==> src/rtl/mem_pkg.sv <==
// Shared memory-side definitions: dmem opcodes and the store buffer entry
// layout used by the store buffer and its FIFO.
package mem_pkg;

    localparam logic [5:0] OP_LW = 6'b100011;
    localparam logic [5:0] OP_SW = 6'b101011;
    localparam logic [5:0] OP_SB = 6'b101000;

    // Entries carry a full 32-bit address; narrower AW instances zero-extend.
    localparam int AW_MAX = 32;

    typedef struct packed {
        logic [AW_MAX-1:0] addr;
        logic [31:0]       data;
        logic [5:0]        opcode;
    } store_entry_t;

    // True when two byte addresses fall in the same 32-bit word.
    function automatic logic same_word(input logic [AW_MAX-1:0] a,
                                       input logic [AW_MAX-1:0] b);
        return a[AW_MAX-1:2] == b[AW_MAX-1:2];
    endfunction

endpackage

==> src/rtl/sb_fifo.sv <==
// Circular store-entry array for the store buffer. Exposes every entry's
// valid bit and address so the owner can search for word hits in parallel.
module sb_fifo
    import mem_pkg::*;
#(
    parameter int DEPTH = 4,
    localparam int PW = $clog2(DEPTH),
    localparam int CW = PW + 1
) (
    input  logic                          clk,
    input  logic                          reset_n,
    input  logic                          i_push,
    input  store_entry_t                  i_entry,
    input  logic                          i_pop,
    output store_entry_t                  o_head,
    output logic                          o_full,
    output logic                          o_empty,
    output logic [DEPTH-1:0]              o_entry_valid,
    output logic [DEPTH-1:0][AW_MAX-1:0]  o_entry_addr
);

    store_entry_t     r_mem [DEPTH];
    logic [DEPTH-1:0] r_valid;
    logic [PW-1:0]    r_head;
    logic [PW-1:0]    r_tail;
    logic [CW-1:0]    r_count;

    logic w_do_pop;
    logic w_do_push;

    assign o_full  = (r_count == CW'(DEPTH));
    assign o_empty = (r_count == '0);

    // A push into a full array is legal when the head leaves in the same cycle.
    assign w_do_pop  = i_pop && !o_empty;
    assign w_do_push = i_push && (!o_full || w_do_pop);

    assign o_head        = r_mem[r_head];
    assign o_entry_valid = r_valid;

    always_comb begin
        o_entry_addr = '0;
        for (int i = 0; i < DEPTH; i++) begin
            o_entry_addr[i] = r_mem[i].addr;
        end
    end

    always_ff @(posedge clk) begin
        if (w_do_push) begin
            r_mem[r_tail] <= i_entry;
        end
    end

    always_ff @(posedge clk) begin
        if (!reset_n) begin
            r_head  <= '0;
            r_tail  <= '0;
            r_count <= '0;
            r_valid <= '0;
        end else begin
            if (w_do_pop) begin
                r_valid[r_head] <= 1'b0;
                r_head          <= r_head + PW'(1);
            end
            if (w_do_push) begin
                r_valid[r_tail] <= 1'b1;
                r_tail          <= r_tail + PW'(1);
            end
            case ({w_do_push, w_do_pop})
                2'b10:   r_count <= r_count + CW'(1);
                2'b01:   r_count <= r_count - CW'(1);
                default: r_count <= r_count;
            endcase
        end
    end

endmodule

==> src/rtl/store_buffer.sv <==
// Posted-write buffer between the memory stage and dmem: queues stores,
// drains them in program order over the shared port, and stalls word-hit loads.
module store_buffer
    import mem_pkg::*;
#(
    parameter int DEPTH = 4,
    parameter int AW    = 32
) (
    input  logic          clk,
    input  logic          reset_n,
    input  logic          cpu_we,
    input  logic          cpu_re,
    input  logic [5:0]    cpu_opcode,
    input  logic [AW-1:0] cpu_a,
    input  logic [31:0]   cpu_wd,
    output logic [31:0]   cpu_rd,
    output logic          stall,
    output logic          mem_we,
    output logic [AW-1:0] mem_a,
    output logic [31:0]   mem_wd,
    output logic [5:0]    mem_opcode,
    input  logic [31:0]   mem_rd,
    output logic          empty,
    output logic          full
);

    store_entry_t            w_head;
    store_entry_t            w_new_entry;
    logic [DEPTH-1:0]        w_entry_valid;
    logic [DEPTH-1:0][AW_MAX-1:0] w_entry_addr;

    logic w_we;
    logic w_re;
    logic w_match;
    logic w_load_active;
    logic w_drain;
    logic w_bypass;
    logic w_push;

    // Requests are ignored while reset is asserted so nothing reaches dmem.
    assign w_we = cpu_we && reset_n;
    assign w_re = cpu_re && reset_n;

    always_comb begin
        w_match = 1'b0;
        for (int i = 0; i < DEPTH; i++) begin
            if (w_entry_valid[i] && same_word(w_entry_addr[i], AW_MAX'(cpu_a))) begin
                w_match = 1'b1;
            end
        end
    end

    // Handshake: stall=1 means the request on cpu_* was not taken and must be
    // presented again next cycle; stall=0 means a store was accepted and a
    // load's cpu_rd is valid now. A store coinciding with a load is queued
    // behind the load, which owns the port that cycle.
    always_comb begin
        w_load_active = w_re && !w_match && !full;
        w_drain       = reset_n && !w_load_active && !empty;
        w_bypass      = !w_load_active && empty && w_we;
        stall         = (w_re && (w_match || full)) || (w_we && full && !w_drain);
        w_push        = w_we && !stall && !w_bypass;
    end

    assign w_new_entry = '{addr: AW_MAX'(cpu_a), data: cpu_wd, opcode: cpu_opcode};

    sb_fifo #(
        .DEPTH (DEPTH)
    ) u_fifo (
        .clk           (clk),
        .reset_n       (reset_n),
        .i_push        (w_push),
        .i_entry       (w_new_entry),
        .i_pop         (w_drain),
        .o_head        (w_head),
        .o_full        (full),
        .o_empty       (empty),
        .o_entry_valid (w_entry_valid),
        .o_entry_addr  (w_entry_addr)
    );

    always_comb begin
        mem_we     = w_drain || w_bypass;
        mem_a      = cpu_a;
        mem_wd     = '0;
        mem_opcode = cpu_opcode;
        if (w_drain) begin
            mem_a      = w_head.addr[AW-1:0];
            mem_wd     = w_head.data;
            mem_opcode = w_head.opcode;
        end else if (w_bypass) begin
            mem_wd = cpu_wd;
        end
    end

    assign cpu_rd = mem_rd;

endmodule

==> config.mk <==
export PLATFORM = sky130hd
export DESIGN_NAME = store_buffer
export DESIGN_NICKNAME = d
export VERILOG_FILES = /design/src/rtl/mem_pkg.sv /design/src/rtl/sb_fifo.sv /design/src/rtl/store_buffer.sv
export SDC_FILE = /design/constraint.sdc
export NUM_CORES = 1
export LEC_CHECK = 0
export CAP_MARGIN = 15
export CORE_MARGIN = 10
export CORE_UTILIZATION = 25
export DETAILED_ROUTE_END_ITERATION = 16
export HOLD_SLACK_MARGIN = 0.06
export PLACE_DENSITY_LB_ADDON = 0.15
export SLEW_MARGIN = 30
export SYNTH_ARGS = -nofsm -noshare
export SYNTH_HDL_FRONTEND = slang
export SYNTH_HIERARCHICAL = 1
export SYNTH_SLANG_ARGS = --single-unit
==> constraint.sdc <==
create_clock -name clk -period 6.47 [get_ports clk]
set_input_delay 1.941 -clock clk [delete_from_list [all_inputs] [get_ports clk]]
set_output_delay 1.941 -clock clk [all_outputs]
set_load 0.02 [all_outputs]
# Yosys cells after proc, flatten, opt, wreduce, memory -nomap -nowiden
# Memories as Yosys holds them, arrays and structs flattened. A register that Yosys moved wholly into a read port is not among the register bits.
# Cells that the tools add are included.
# W data, S select, Z words.
[word_totals]
mem_count = 1
out_inout_bits = 106
ram_bits = 280
in_bits = 106
regBits = 11
[mem_list]
columns = ["name", "depth", "word_bits", "rd", "rd_clocked_by_memory_dff", "write_ports", "line_no", "rtl"]
rows = [
  ["u_fifo.r_mem", 4, 70, 5, 1, 1, "sb_fifo.sv:22", "store_entry_t r_mem [DEPTH];"],
]
[classes]
n_lt_le_gt_ge = 4
add_sub_neg = 4
eq_ne = 7
bitwise = 3
muxes = 20
reduce_logical = 34
[op_table]
columns = ["operator", "count"]
rows = [
  ["$eq A30 B30 Y1", 4],
  ["$mux W32", 3],
  ["$logic_and A1 B1 Y1", 21],
  ["$mux W4", 3],
  ["$mux W1", 8],
  ["$logic_not A1 Y1", 7],
  ["$lt A2 B3 Y1 const B", 2],
  ["$mux W6", 1],
  ["$pmux W3 S2", 1],
  ["$add A2 B1 Y2 const B", 2],
  ["$and A4 B4 Y4", 1],
  ["$demux W1 S2", 2],
  ["$ge A2 B1 Y1 const B", 2],
  ["$logic_or A1 B1 Y1", 4],
  ["$mux W2", 2],
  ["$not A4 Y4", 1],
  ["$or A4 B4 Y4", 1],
  ["$add A3 B1 Y3 const B", 1],
  ["$eq A3 B3 Y1 const B", 1],
  ["$logic_not A3 Y1", 1],
  ["$sub A3 B1 Y3 const B", 1],
  ["$eq A2 B1 Y1 const B", 1],
  ["$eq A2 B2 Y1 const B", 1],
  ["$reduce_bool A2 Y1", 1],
]

# Longest topological paths before layout
[logic_depth]
word_depth = 21
ltp_mapped = 18

# Cells and area by module
# Netlist, hierarchy kept.
[by_module_without_submodules]
columns = ["module", "area_per_inst_um2", "n_inst", "cells_each"]
rows = [
  ["sb_fifo", 11725.0, 1, 571],
  ["store_buffer", 2701.3, 1, 363],
]

# Worst setup path before layout
# OpenSTA, ideal clock, no wires.
[synth_path]
kind = "input to output"
from = "input cpu_a[19]"
to = "output mem_a[25]"
arrival_ns = 4.133
path_stages = 9
setup_slack_ns = 0.396
path_buffers = 3
cell_sequence = "clkbuf_1 -> xnor2_1 -> nand4_1 -> or4_4 -> o41ai_4 -> o31a_4 -> buf_8 -> buf_12 -> mux2_4"
[synth_via]
elab_chain_len = 13
[synth_lines]
columns = ["element", "line_no", "rtl"]
rows = [
  ["start: declaration", "store_buffer.sv:14", "input logic [AW-1:0] cpu_a,"],
  ["$eq A30 B30 Y1", "mem_pkg.sv:21", "return a[AW_MAX-1:2] == b[AW_MAX-1:2];"],
  ["$logic_and A1 B1 Y1", "store_buffer.sv:47", "if (w_entry_valid[i] && same_word(w_entry_addr[i], AW_MAX'(cpu_a))) begin"],
  ["$mux W1 (3 in series)", "store_buffer.sv:47", ""],
  ["$mux W1 (*)", "store_buffer.sv:47", ""],
  ["$logic_not A1 Y1 (*)", "store_buffer.sv:58", "w_load_active = w_re && !w_match && !full;"],
  ["$logic_and A1 B1 Y1 (*) (2 in series)", "store_buffer.sv:58", ""],
  ["$logic_not A1 Y1 (*)", "store_buffer.sv:59", "w_drain = reset_n && !w_load_active && !empty;"],
  ["$logic_and A1 B1 Y1 (*) (2 in series)", "store_buffer.sv:59", ""],
  ["net w_drain", "store_buffer.sv:36", "logic w_drain;"],
  ["$mux W32 (*)", "store_buffer.sv:87", "if (w_drain) begin"],
  ["end: declaration", "store_buffer.sv:19", "output logic [AW-1:0] mem_a,"],
]
# Mark *: on every way through the listed nets, which the timed path passes. The rest lies on a longest branch.

# Final worst setup path
[layout_path]
from = "input cpu_a[7]"
to = "output mem_a[0]"
[layout_via]
elab_chain_len = 13
[layout_lines]
columns = ["element", "line_no"]
rows = [
  ["$eq A30 B30 Y1", "mem_pkg.sv:21"],
  ["$logic_and A1 B1 Y1", "store_buffer.sv:47"],
  ["$mux W1 (3 in series)", "store_buffer.sv:47"],
  ["$mux W1 (*)", "store_buffer.sv:47"],
  ["$logic_not A1 Y1 (*)", "store_buffer.sv:58"],
  ["$logic_and A1 B1 Y1 (*) (2 in series)", "store_buffer.sv:58"],
  ["$logic_not A1 Y1 (*)", "store_buffer.sv:59"],
  ["$logic_and A1 B1 Y1 (*) (2 in series)", "store_buffer.sv:59"],
  ["$mux W32 (*)", "store_buffer.sv:87"],
]
# Mark *: on every way between the ends. The rest lies on a longest branch, timed or not.

==> flow_metrics.env <==
export IMPL_dp_slack_ns=-1.086
export IMPL_clock_sinks=293
export IMPL_rsz0062_at_grt="yes"
export IMPL_finClkSkew_ns=0.03033
export IMPL_outcome="complete, no violations"
export IMPL_n_fill_cell=5634
export IMPL_powerDensity_nw_per_um2=250.5
export IMPL_syn_to_final_growth_pct=24.23
export IMPL_place_congestion=0.7534
export IMPL_arrival_ns=4.49
export IMPL_nets=1124
export IMPL_wl_um=40990
export IMPL_antenna_cells=0
export IMPL_synth_area_sq_um=14370
export IMPL_clk_latency_ns=0.55
export IMPL_syn_mean_instance_area_sq_um=15.51
export IMPL_cts_tree="done"
export IMPL_cts_clk_slew_worst_paths_ns=0.06
export IMPL_synth_nets=1042
export IMPL_grt_pass1_vias=8542
export IMPL_cts_hold_buf=0
export IMPL_cts_buffers=36
export IMPL_ys_warn_count=6
export IMPL_rows=87
export IMPL_hpwl_um=27570
export IMPL_fmax_ghz=0.1556
export IMPL_core_sq_um=56600
export IMPL_ant_nets=0
export IMPL_grt_start_max_net_pins=54
export IMPL_grt_usage_pct=12.11
export IMPL_cap_violations=0
export IMPL_relSlewSlack_pct=48.11
export IMPL_dr_total_vias=7697
export IMPL_setup_ws_ns=0.04285
export IMPL_p_leak_nw=6.003
export IMPL_path_max_fanout=7
export IMPL_start_util_pct=25.38
export IMPL_dp_cells=1716
export IMPL_critPathLaunchType="input port"
export IMPL_wire_per_inst_um=22.90
export IMPL_vdd_drop_max_mv=0.1237
export IMPL_grt_overflow_total=0
export IMPL_portBuffers=147
export IMPL_htree_levels=2
export IMPL_layout_min_cycle_time_ns=6.427
export IMPL_worstSetupPathType="in -> out"
export IMPL_hold_viol_final=0
export IMPL_hp_class="reg -> reg"
export IMPL_drc=0
export IMPL_io_pins=212
export IMPL_die_h_um=259.7
export IMPL_drive_above_1_share_pct=38.39
export IMPL_clock_root_buffer="clkbuf_16"
export IMPL_final_max_slew_viol_count=0
export IMPL_antenna_found_initial=1
export IMPL_grt_pass1_wl_um=60110
export IMPL_crit_required_ns=4.53
export IMPL_cts_max_path_buffers=3
export IMPL_tightest_slew_ns=0.7725
export IMPL_syn_inst=926
export IMPL_instances_no_fill=1790
export IMPL_period_share_pct=99.34
export IMPL_dr_pass1_iters=6
export IMPL_viasPerCell=4.300
export IMPL_fp_dieW_um=259.7
export IMPL_die_area_sq_um=67450
export IMPL_setup_viol=0
export IMPL_drt_iter0_markers=442
export IMPL_endpoint_kind="output pin"
[area by class of cell]
class	instances	area (sq um)	share of cell area [%]
Multi-Input combinational cell	406	4634	25.97
Clock buffer	45	977.2	5.475
Sequential cell	293	8676	48.61
Inverter	13	48.80	0.2734
Tap cell	756	945.9	5.300
Clock inverter	19	141.4	0.7922
Timing Repair Buffer	258	2424	13.58
[report_power, final]
part           internal, mW  switching [mW]  total (mW)
clock                  1.15           0.773        1.92
combinational         0.210           0.229       0.439
sequential             2.10          0.0112        2.11
total                  3.46            1.01        4.47
[worst max-delay path, cell delays in order]
cell and delay [ns]:
dlygate4sd2_1 0.33, buf_4 0.17, xor2_1 0.14, nor3_1 0.17
nand4_1 0.16, or4_4 0.54, nand2_4 0.09, o31a_4 0.16
buf_12 0.16, buf_12 0.15, mux2_4 0.31, buf_6 0.13
[cell usage in the layout (no fill, tap or decap), drive strengths merged, types with 32 or more instances in the layout]
cell and instances:
edfxtp 280, buf 166, xnor2 77, clkbuf 71, mux4 70, clkdlybuf4s50 45, xor2 41, nor2 38
mux2 35, a22oi 32
[sequential cells by signal, indices dropped and copies added, names as in the netlist, named ones only]
signal and cells:
u_fifo/r_tail 2, u_fifo/r_count 3, u_fifo/o_entry_valid 4, u_fifo/r_head 2, u_fifo/r_mem 280
[final timing paths]
kind / start / end / slack (ns) / cells after the start
worst max-delay path: cpu_a[7] / mem_a[0] / 0.04 / 12
worst min-delay path: u_fifo/r_tail[0] / u_fifo/r_tail[0] / 0.50 / 2
worst max register to register: u_fifo/r_mem[3][48] / u_fifo/r_count[2] / 2.40 / 14
worst min register to register: u_fifo/r_tail[0] / u_fifo/r_tail[0] / 0.50 / 2
[per-layer routing]
metal,share of wire (%),up-vias,GRT usage [%]
li1,-,3485,-
met3,5.1,57,2.799
met5,0.032,-,0
met4,1.9,2,3.427
met2,49,194,20.12
met1,44,3959,15.50
[stage by stage]
step | power (mW) | util, % | TNS, ns | area (sq um) | hold WS [ns]
2_1_floorplan | 2.374 | - | 0 | 14370 | 0.4677
3_3_place_gp | 2.578 | 28.80 | -65.07 | 16300 | 0.4926
4_1_cts | 4.529 | 31.08 | 0 | 17590 | 0.4992
3_5_place_dp | 2.578 | 28.80 | -67.73 | 16300 | 0.4909
5_1_grt | 4.655 | 31.53 | -0.6377 | 17850 | 0.5538
6_report | 4.471 | 31.53 | 0 | 17850 | 0.4979
[repair_timing]
action                     in CTS  in global routing
setup endpoints to repair      72                 71
gates cloned                    2                  1
setup buffers                  11                  3
resized for setup             344                155
pin swaps                      29                 15
Note: power is estimated with default switching activity, not from simulation.
==> patch 1 (same settings) <==
`DEPTH` is set to 4 in 2 places; all go to 2.
--- a/src/rtl/sb_fifo.sv
+++ b/src/rtl/sb_fifo.sv
@@ -4,5 +4,5 @@
     import mem_pkg::*;
 #(
-    parameter int DEPTH = 4,
+    parameter int DEPTH = 2,
     localparam int PW = $clog2(DEPTH),
     localparam int CW = PW + 1
--- a/src/rtl/store_buffer.sv
+++ b/src/rtl/store_buffer.sv
@@ -4,5 +4,5 @@
     import mem_pkg::*;
 #(
-    parameter int DEPTH = 4,
+    parameter int DEPTH = 2,
     parameter int AW    = 32
 ) (
Function: changed (a bounded check fails within 4 cycles, from zero or initial values and one cycle with reset_n low).
==> patch 1 against the unedited design <==
- fmax increased by 1.7%
- final area decreased by 44%
- global-route usage decreased by 1.1 points
- total power decreased by 48%
- count of clock-buffer cells in the layout decreased by 28
- hold slack improved by 0.041 ns
- largest power group unchanged
- die area decreased by 43%
- sequential cell count decreased by 146
- critical path depth decreased by 1
- register-to-register slack improved by 0.85 ns
- worst setup slack improved by 0.11 ns
- synthesized cell count decreased by 39%
- wire length decreased by 48%
- synthesized area decreased by 47%
- critical path type unchanged
==> patch 1: results (changes against the unedited design) <==
vias per cell=4.34 (+1.0%); normalized max-slew margin=0.593 (+0.112); GRT met3 Usage=0.0404 (+0.0124); # diodes=0 (unchanged); initial drt markers=205 (-54%); r2r endpoint=u_fifo/r_mem[1][61]; gr usage total=0.110 (-0.0111); met3 WL post-DR=1360 um (-35%); Hold Path Sink=u_fifo/o_entry_valid[0]; maximum number of pins on one net before global-route repair=37 (-31%); worst hold stages=2 (unchanged); clock root buffer=clkbuf_16; Hold WC Path Type=reg -> reg; Reg2Reg Launch Point=u_fifo/r_mem[1][55]; worst reg2reg path depth=11 (-3); leading cell type in the layout, fill and taps excluded=edfxtp_1; R2R setup slack=3.25 ns (+0.85 ns); GP Congestion=0.716 (-5.0%); detailed placement HPWL=14900 um (-46%); clk buf depth=2 (-1); WL met1=9680 um (-46%); arrival time at the worst endpoint=4.38 ns (-0.11 ns); TritonCTS Buffers=17 (-53%); Worst Skew=0.0129 ns (-0.0174 ns); Reg with most FFs=u_fifo/r_mem; DRT Pass-1 Iters=4 (-2); VDD IR-drop max=0.107 mV (-14%); status=completed; HP Start=u_fifo/o_entry_valid[0]; Clk pin slew, worst setup/hold paths=0.07 ns; Worst-Skew Late Latency=0.42 ns (-0.13 ns); Largest register FFs=140 (-50%); met1 usage=0.133 (-0.0215); Switching Fraction=0.255 (+0.0283); vias in the first global route=5258 (-38%); fillers=3045 (-46%); Mapped Nets=669 (-36%); met2 usage=0.180 (-0.0209); DR WL/cell=19.7 um (-14%); H-tree depth=4 (+2); worst-path maximum fanout=6 (-1); dpl ws=-0.637 ns (+0.449 ns); port bufs=147 (unchanged); initial antenna violation count=3 (+2); YS warnings=6 (unchanged); first-pass GRT wire length=32400 um (-46%); share of cells above drive strength 1=0.254 (-0.130); fin nets=774 (-31%); top layer in use=met5; met2 wire length=9970 um (-50%); Hold Slack=0.539 ns (+0.0412 ns); Static Leak=0.00369 uW (-39%)
==> patch 1: worst max-delay path by stage <==
stage | startpoint | end | slack (ns)
after floorplan | cpu_a[26] | u_fifo/r_mem[0][0] | 0.88
after global placement | cpu_a[26] | mem_a[30] | -0.60
after detailed placement | cpu_a[3] | mem_a[30] | -0.64
after CTS | cpu_a[2] | mem_a[6] | 0.0004
after global routing | cpu_a[12] | stall | 0.02
final | cpu_a[22] | mem_a[24] | 0.15
==> patch 1: area by class of cell <==
class / count / area [um2] / area share
inverters: 2 / 7.51 / 0.000749
clock buffers: 17 / 425 / 0.0425
multi-input cells: 296 / 2710 / 0.271
flip-flops and latches: 147 / 4350 / 0.434
well taps: 396 / 495 / 0.0494
repair buffers: 204 / 1840 / 0.184
clock inverters: 15 / 189 / 0.0189
==> patch 1: per-stage QoR <==
step / cells / area, um2
2_1_floorplan: 563 / 7680
3_3_place_gp: 1037 / 9270
3_5_place_dp: 1038 / 9290
4_1_cts: 1077 / 10100
5_1_grt: 1077 / 10000
6_report: 1077 / 10000
==> patch 1: what timing repair did <==
action	CTS	global route
pin swaps	15	8
cloned	2	0
setup endpoints to repair	72	72
buffers inserted	5	0
resized for setup	190	28
==> patch 1: power by group through the flow <==
stage                     registers (uW)  logic (uW)  clock network (uW)
after floorplan                     1080         139                   0
after global placement              1080         265                   0
after detailed placement            1080         266                   0
after CTS                           1060         259                1060
after global routing                1060         269                1090
final                               1060         250                1020
==> patch 1: worst max-delay path, cell delays in order <==
cell	delay (ns)
clkdlybuf4s50_1	0.50
xor2_1	0.23
nor4_4	0.37
a32oi_2	0.20
a21oi_4	0.18
buf_6	0.12
buf_8	0.12
buf_16	0.13
buf_4	0.11
mux2_4	0.30
buf_4	0.16
==> patch 2 (same flow settings) <==
Made on the original files. Make the reset (`reset_n`) asynchronous in one clocked block.
--- a/src/rtl/sb_fifo.sv
+++ b/src/rtl/sb_fifo.sv
@@ -52,5 +52,5 @@
     end
 
-    always_ff @(posedge clk) begin
+    always_ff @(posedge clk or negedge reset_n) begin
         if (!reset_n) begin
             r_head  <= '0;
Check against the original RTL: differs if reset_n is asserted again (counterexample within 4 cycles, from zero or initial values and one cycle with reset_n low); with reset_n held inactive, the same outputs for 4 cycles.
==> patch 2 against the unedited design <==
- sequential cell count decreased by 2
- worst setup slack improved by 0.024 ns
- final area decreased by 0.24%
- synthesized area rose by 0.42%
- synthesized cell count decreased by 2.1%
- fmax increased by 0.38%
- wire length up 1.4%
- count of clock-buffer cells in the layout increased by 3
- largest cell class unchanged
Power is not compared: it rests on default switching activity, and its combinational part moved more than twofold at a synthesized area within 25%.
==> patch 2: results (changes against the unedited design) <==
status=completed; first-pass GRT wire length=60200 um (+0.14%); DRT Pass-1 Iters=4 (-2); Hold Path Sink=u_fifo/r_count[2]; dpl ws=-1.12 ns (-0.0324 ns); share of cells above drive strength 1=0.391 (+0.00698); Reg2Reg Launch Point=u_fifo/r_mem[3][40]; Worst Skew=0.0292 ns (-0.00117 ns); GP Congestion=0.739 (-1.9%); DR WL/cell=23.2 um (+1.3%); detailed placement HPWL=28300 um (+2.8%); worst setup path start=cpu_a[24]; slack of the critical path=0.0673 ns (+0.0245 ns); gr usage total=0.121 (-0.000188); Critical Path End=mem_a[24]; Finished Layout Cells=1792 (+0.11%); Area after DPL=0.0163 mm2 (+0.29%); vias per cell=4.33 (+0.77%); Hold Slack=0.511 ns (+0.0128 ns); initial drt markers=363 (-18%); # placed instances=1709 (-0.41%); HP Start=u_fifo/r_count[2]; worst reg2reg path depth=17 (+3); fillers=5605 (-0.51%); fin nets=1125 (+0.089%); vias in the first global route=8434 (-1.3%); TritonCTS Buffers=37 (+2.8%); r2r endpoint=u_fifo/r_count[2]; maximum number of pins on one net before global-route repair=40 (-26%); Avg Inst Size Synth=15.9 um2 (+2.5%); worst-path maximum fanout=9 (+2); worst hold stages=1 (-1); initial antenna violation count=5 (+4); Mapped Nets=1023 (-1.8%)
## patch 2: what timing repair did
item                                    CTS  global route
endpoints found under the setup margin   72            65
endpoints found under the hold margin     0             0
setup buffers                            15             6
gates cloned                              2             0
gates resized for setup                 394            44
pin swaps                                33            17
## patch 2: area by class of cell
type / instances / area (um2) / area share
Sequential cell: 291 / 8690 / 0.488
Clock inverter: 18 / 149 / 0.00836
Clock buffer: 48 / 998 / 0.0561
Tap cell: 756 / 946 / 0.0531
Inverter: 13 / 48.8 / 0.00274
Timing Repair Buffer: 275 / 2470 / 0.139
Multi-Input combinational cell: 391 / 4500 / 0.253
## patch 2: layer usage
| metal | part of all wire | GRT usage |
|---|---|---|
| met2 | 0.47 | 0.193 |
| met1 | 0.44 | 0.158 |
| met4 | 0.018 | 0.0325 |
| met5 | 0.0013 | 0 |
| met3 | 0.064 | 0.0346 |
